## config.mk

```make
export PLATFORM = sky130hd
export DESIGN_NAME = prach_hb2_pack
export DESIGN_NICKNAME = d
export VERILOG_FILES = /design/src/rtl/prach_hb2_pack.sv
export SDC_FILE = /design/constraint.sdc
export NUM_CORES = 1
export LEC_CHECK = 0
export CORE_MARGIN = 3
export CORE_UTILIZATION = 56
export CTS_BUF_LIST = sky130_fd_sc_hd__clkbuf_8
export CTS_CLUSTER_SIZE = 40
export DETAILED_ROUTE_END_ITERATION = 10
export PLACE_DENSITY = 0.89
export SKIP_LAST_GASP = 1
export SYNTH_ARGS = -nofsm -noshare
export SYNTH_HDL_FRONTEND = slang
export SYNTH_SLANG_ARGS = --single-unit
export TNS_END_PERCENT = 1
```

## constraint.sdc

```tcl
create_clock -name clk -period 3.1 [get_ports clk]
set_input_delay 0.31 -clock clk [delete_from_list [all_inputs] [get_ports clk]]
set_output_delay 0.31 -clock clk [all_outputs]
set_load 0.005 [all_outputs]
```

## src/rtl/prach_hb2_pack.sv

```systemverilog
// -----------------------------------------------------------------------------
// prach_hb2_pack
//
// Polyphase pair packer in front of the PRACH second half-band decimator.
// A TDM stream of complex samples (one per cycle, tagged with a channel index)
// comes in. Per channel, consecutive samples are paired into an even/odd
// polyphase pair. Both halves are emitted together, one cycle after the odd
// sample arrives, with a single valid strobe.
//
// Ports:
//   clk       processing clock
//   rst       synchronous active-high reset
//   din_dq    input sample, [15:0] = I, [31:16] = Q
//   din_dv    input valid
//   din_chn   channel index of din_dq
//   sync_in   frame sync, only meaningful when din_dv = 1
//   dout_dp1  even (older) sample, [0] = I, [1] = Q
//   dout_dp2  odd (newer) sample,  [0] = I, [1] = Q
//   dout_dv   single-cycle pair strobe
//   dout_chn  channel index of the pair
//   sync_out  pair carries the frame-sync sample in dout_dp1
//   err       sticky error flag (lost pending samples or bad channel index)
// -----------------------------------------------------------------------------
module prach_hb2_pack #(
   parameter int NUM_CHN = 16
) (
   input  logic             clk,
   input  logic             rst,
   input  logic [31:0]      din_dq,
   input  logic             din_dv,
   input  logic [7:0]       din_chn,
   input  logic             sync_in,
   output logic [1:0][15:0] dout_dp1,
   output logic [1:0][15:0] dout_dp2,
   output logic             dout_dv,
   output logic [7:0]       dout_chn,
   output logic             sync_out,
   output logic             err
);

   localparam int AW = (NUM_CHN > 1) ? $clog2(NUM_CHN) : 1;

   // Held even samples. Only read while the channel's phase bit is set, so
   // the contents need no reset.
   logic [31:0]        mem_q [NUM_CHN];

   logic [NUM_CHN-1:0] phase_q, phase_d;
   logic [NUM_CHN-1:0] sflag_q, sflag_d;

   logic [1:0][15:0]   dp1_q, dp2_q;
   logic [7:0]         chn_q;
   logic               dv_q;
   logic               sync_q;
   logic               err_q;

   logic [AW-1:0]      idx;
   logic               in_range;
   logic               accept;
   logic               held_phase;
   logic               held_sync;
   logic               any_pend;
   logic               store;
   logic               pair;

   assign idx        = din_chn[AW-1:0];
   // Nine-bit compare so that NUM_CHN = 256 still works.
   assign in_range   = ({1'b0, din_chn} < 9'(NUM_CHN));
   assign accept     = din_dv && in_range;
   assign held_phase = phase_q[idx];
   assign held_sync  = sflag_q[idx];
   assign any_pend   = |phase_q;

   // A sync sample always restarts its channel as the even half, even when an
   // even sample was already waiting.
   assign store = accept && (sync_in || !held_phase);
   assign pair  = accept && !sync_in && held_phase;

   // Per-channel phase and held-sync next state. A sync clears every phase
   // bit; the channel addressed by the sync beat is then re-armed by 'store'.
   generate
      for (genvar gi = 0; gi < NUM_CHN; gi++) begin : g_chn
         logic sel;
         assign sel = accept && (idx == AW'(gi));
         assign phase_d[gi] = (sel && store)     ? 1'b1 :
                              (accept && sync_in) ? 1'b0 :
                              (sel && pair)       ? 1'b0 :
                                                    phase_q[gi];
         assign sflag_d[gi] = (sel && store) ? sync_in : sflag_q[gi];
      end
   endgenerate

   // Held-sample memory write port. One input per cycle means a write and a
   // pairing read never target the same slot in the same cycle, and a write
   // is already committed by the time the next beat of that channel reads it.
   always_ff @(posedge clk) begin
      if (store && !rst) begin
         mem_q[idx] <= din_dq;
      end
   end

   // Registered read port plus output stage. The output registers only load
   // on pair cycles so the data buses hold their last pair in between.
   always_ff @(posedge clk) begin
      if (rst) begin
         phase_q <= '0;
         sflag_q <= '0;
         dp1_q   <= '0;
         dp2_q   <= '0;
         chn_q   <= '0;
         dv_q    <= 1'b0;
         sync_q  <= 1'b0;
         err_q   <= 1'b0;
      end else begin
         phase_q <= phase_d;
         sflag_q <= sflag_d;
         dv_q    <= pair;
         sync_q  <= pair && held_sync;
         if (pair) begin
            dp1_q <= mem_q[idx];
            dp2_q <= din_dq;
            chn_q <= din_chn;
         end
         if ((din_dv && !in_range) || (accept && sync_in && any_pend)) begin
            err_q <= 1'b1;
         end
      end
   end

   assign dout_dp1 = dp1_q;
   assign dout_dp2 = dp2_q;
   assign dout_chn = chn_q;
   assign dout_dv  = dv_q;
   assign sync_out = sync_q;
   assign err      = err_q;

endmodule
```

==> results.tsv <==
stage	metric	value	unit
outcome	status	finished clean	
yosys	synth_edf_count	512	
finish	drive_gt1_share	22.8	%
place	routabilityCongestion	0.892	
yosys	synth_xor_area_share	0	%
yosys	synth_most_common_cell	edfxtp_1	
yosys	synthAdderAreaFrac	0	%
sta	fin_crit	2710	ps
yosys	synth_flop_cell	edfxtp_1	
floorplanning	fp-row-count	74	
route	drt_iter0_markers	2004	
cts	clkSinkCount	619	
cts	clk_pin_slew	60	ps
critical_path	worst_ep_required_time	3370	ps
sta	tightest_slew	1100	ps
critical_path	cp-end-kind	register	
floorplanning	initial_core_util	57.5	%
finish	finalNetCount	1573	
route	ant_nets	0	
yosys	async_reset_ff_share	0	%
pwr	irDropWorstVdd	0.000405	V
route	drc	0	
yosys	synth-compound-area-share	6.45	%
sta	setup_tns	0	ps
sta	finalSetupViolCount	0	
yosys	syn_area	23800	um^2
critical_path	critical_path.top_delay_family	multiplexers	
critical_path	criticalPathCategory	register to register	
cts	cts_buffers	94	
sta	fin_crit_sh	87.6	%
yosys	ys_warn_count	0	
grt	antenna_found_initial	2	
yosys	synth_simple_gate_area_share	4.74	%
floorplanning	die_y	212	um
grt	grt_pass1_vias	15000	
cts	cts_hold_buf	0	
cts	cts_resized	0	
cts	cts_setup_buffers	0	
yosys	synth_top_cell_area_share	64.5	%
critical_path	cp_max_fo	19	
finish	area_growth	17.8	%
floorplanning	dieArea	45100	um^2
cts	cts-root-buf	clkbuf_8	
yosys	syn_area_per_cell	17.6	um^2
grt	grt_usage	28.4	%
floorplanning	core	41500	um^2
route	num_vias	14600	
floorplanning	die_x	212	um
sta	slew_headroom	27.0	%
route	wl	63300	um
sta	max_freq	368	MHz
grt	grt_overflow	0	
yosys	synth_top_family_by_area	multiplexers	
critical_path	path_cells	mux2_2 > mux4_2 > a21o_1 > nor2_4 > buf_4	
sta	maxSlewViolCount	0	
sta	fin_skew	31.9	ps
yosys	synthTopCellsByArea	edfxtp_1, mux4_2, dfxtp_1	
cts	clock_path_buffers	3	
place	io_buffers	118	
yosys	synthesis.nets	1399	
critical_path	slowest_stage	mux4_2	
hold_path	hold_path.class	input pin to register	
cts	clock_latency	660	ps
route	firstDrtPassIters	7	
route	via_per_inst	6.84	
grt	grt_max_degree	75	
yosys	yosys-top-cells-count	edfxtp_1, mux4_2, dfxtp_1	
cts	h-tree-depth	3	
yosys	synthMuxAreaShare	13.2	%
pwr	power	16600	uW
sta	hold_viol	0	
place	dp_hpwl	34300	um
sta	hold_ws	219	ps
pwr	power.density	592	nW/um^2
pwr	p_leak	0.00897	uW
grt	grt_pass1_wl	94300	um
yosys	ys_ff_latch	619	
yosys	synth_cells	1355	
cts	tritoncts	done	
critical_path	crit_path_max_incr_delay	540	ps
critical_path	startpoint_type	register	
sta	rsz0062_at_grt	no	
critical_path	critPathArrivalTime	2990	ps
job	max_cap_viol_count	0	
yosys	seq_area_frac_synth	73.5	%
yosys	yosys.cell_types.count	46	
floorplanning	pin_count	119	
yosys	yosysTopAreaCell	edfxtp_1	
critical_path	cp.buffers_inverters	1	
route	avgRoutedWirePerCell	29.6	um
==> final cells by class <==
class                           count  area, um^2
Antenna cell                        1        2.50
Clock buffer                      108        1490
Clock inverter                     62         443
Fill cell                        2437       13400
Inverter                            4        15.0
Multi-Input combinational cell    630        5980
Sequential cell                   619       17500
Tap cell                          532         666
Timing Repair Buffer              180        1990
==> tightest hold or removal path: stages <==
cell	delay, ps
buf_6	160
nand4_1	150
nor2_1	60
nor3_1	130
==> routing by layer <==
metal  global-route usage (%)  up-vias  wire length [um]
met5                        0        -                11
met3                     8.62      202              8090
met1                     37.4     7312             21900
met4                     12.0        2              2380
met2                     44.8     1258             30900
li1                         -     5837                 -
==> registers in the layout, summed over array words and instances, names as in the netlist <==
signal    cells
dout_chn      8
sync_out      1
dout_dp1     32
dout_dp2     32
mem_q       512
err           1
sflag_q      16
dout_dv       1
phase_q      16
==> power breakdown <==
| group | total (uW) | switching, uW | internal (uW) |
|---|---|---|---|
| sequential | 9010 | 4.42 | 9000 |
| combinational | 714 | 435 | 280 |
| clock | 6910 | 3150 | 3770 |
==> logic make-up after synthesis <==
family / Yosys count
simple gates: 227
compound gates: 257
mux: 146
buf+inv: 106
flops: 619
==> stage by stage <==
step / instance area (um^2) / std cells / setup slack, ps / utilization, %
2_1_floorplan: 23800 / 1355 / -312 / -
3_3_place_gp: 26200 / 1965 / 237 / 63.1
3_5_place_dp: 26200 / 1965 / 161 / 63.1
4_1_cts: 28100 / 2135 / 471 / 67.7
5_1_grt: 28100 / 2136 / 408 / 67.7
6_report: 28100 / 2136 / 386 / 67.7
==> path summary, 6_finish.rpt <==
path / startpoint / end / slack (ps) / cells past startpoint
worst max register to register: phase_q[5]$_SDFFE_PP0P_ / mem_q[15][11]$_DFFE_PP_ / 390 / 5
worst max-delay path: phase_q[5]$_SDFFE_PP0P_ / mem_q[15][11]$_DFFE_PP_ / 390 / 5
worst min register to register: err$_SDFFE_PP0P_ / err$_SDFFE_PP0P_ / 450 / 2
worst min-delay path: din_chn[1] / phase_q[11]$_SDFFE_PP0P_ / 220 / 4
==> placed cells by master (no fill, tap or decap), types with 2 or more instances in the layout <==
cell type	count
inv_6	2
bufinv_16	7
buf_12	27
clkinv_1	11
buf_4	36
nor2b_4	2
and2_1	2
or4_1	2
nand4_1	2
a2bb2oi_1	4
mux2_4	2
nor2b_1	2
nor4b_2	2
nand3_1	83
a22o_1	2
a211oi_1	6
clkdlybuf4s50_1	115
nor2_1	17
nor3_1	13
nand2_1	64
mux2i_1	6
nor2_4	17
inv_1	38
edfxtp_1	512
clkinv_2	7
a22oi_1	66
nor4_1	4
nor4_4	2
a21oi_1	87
o21ai_1	25
mux4_2	134
dfxtp_1	107
o21ai_0	54
mux2_2	4
o21ai_2	5
clkbuf_8	109
nor3b_1	4
a32oi_1	5
Power figures use the tool's default switching activity.
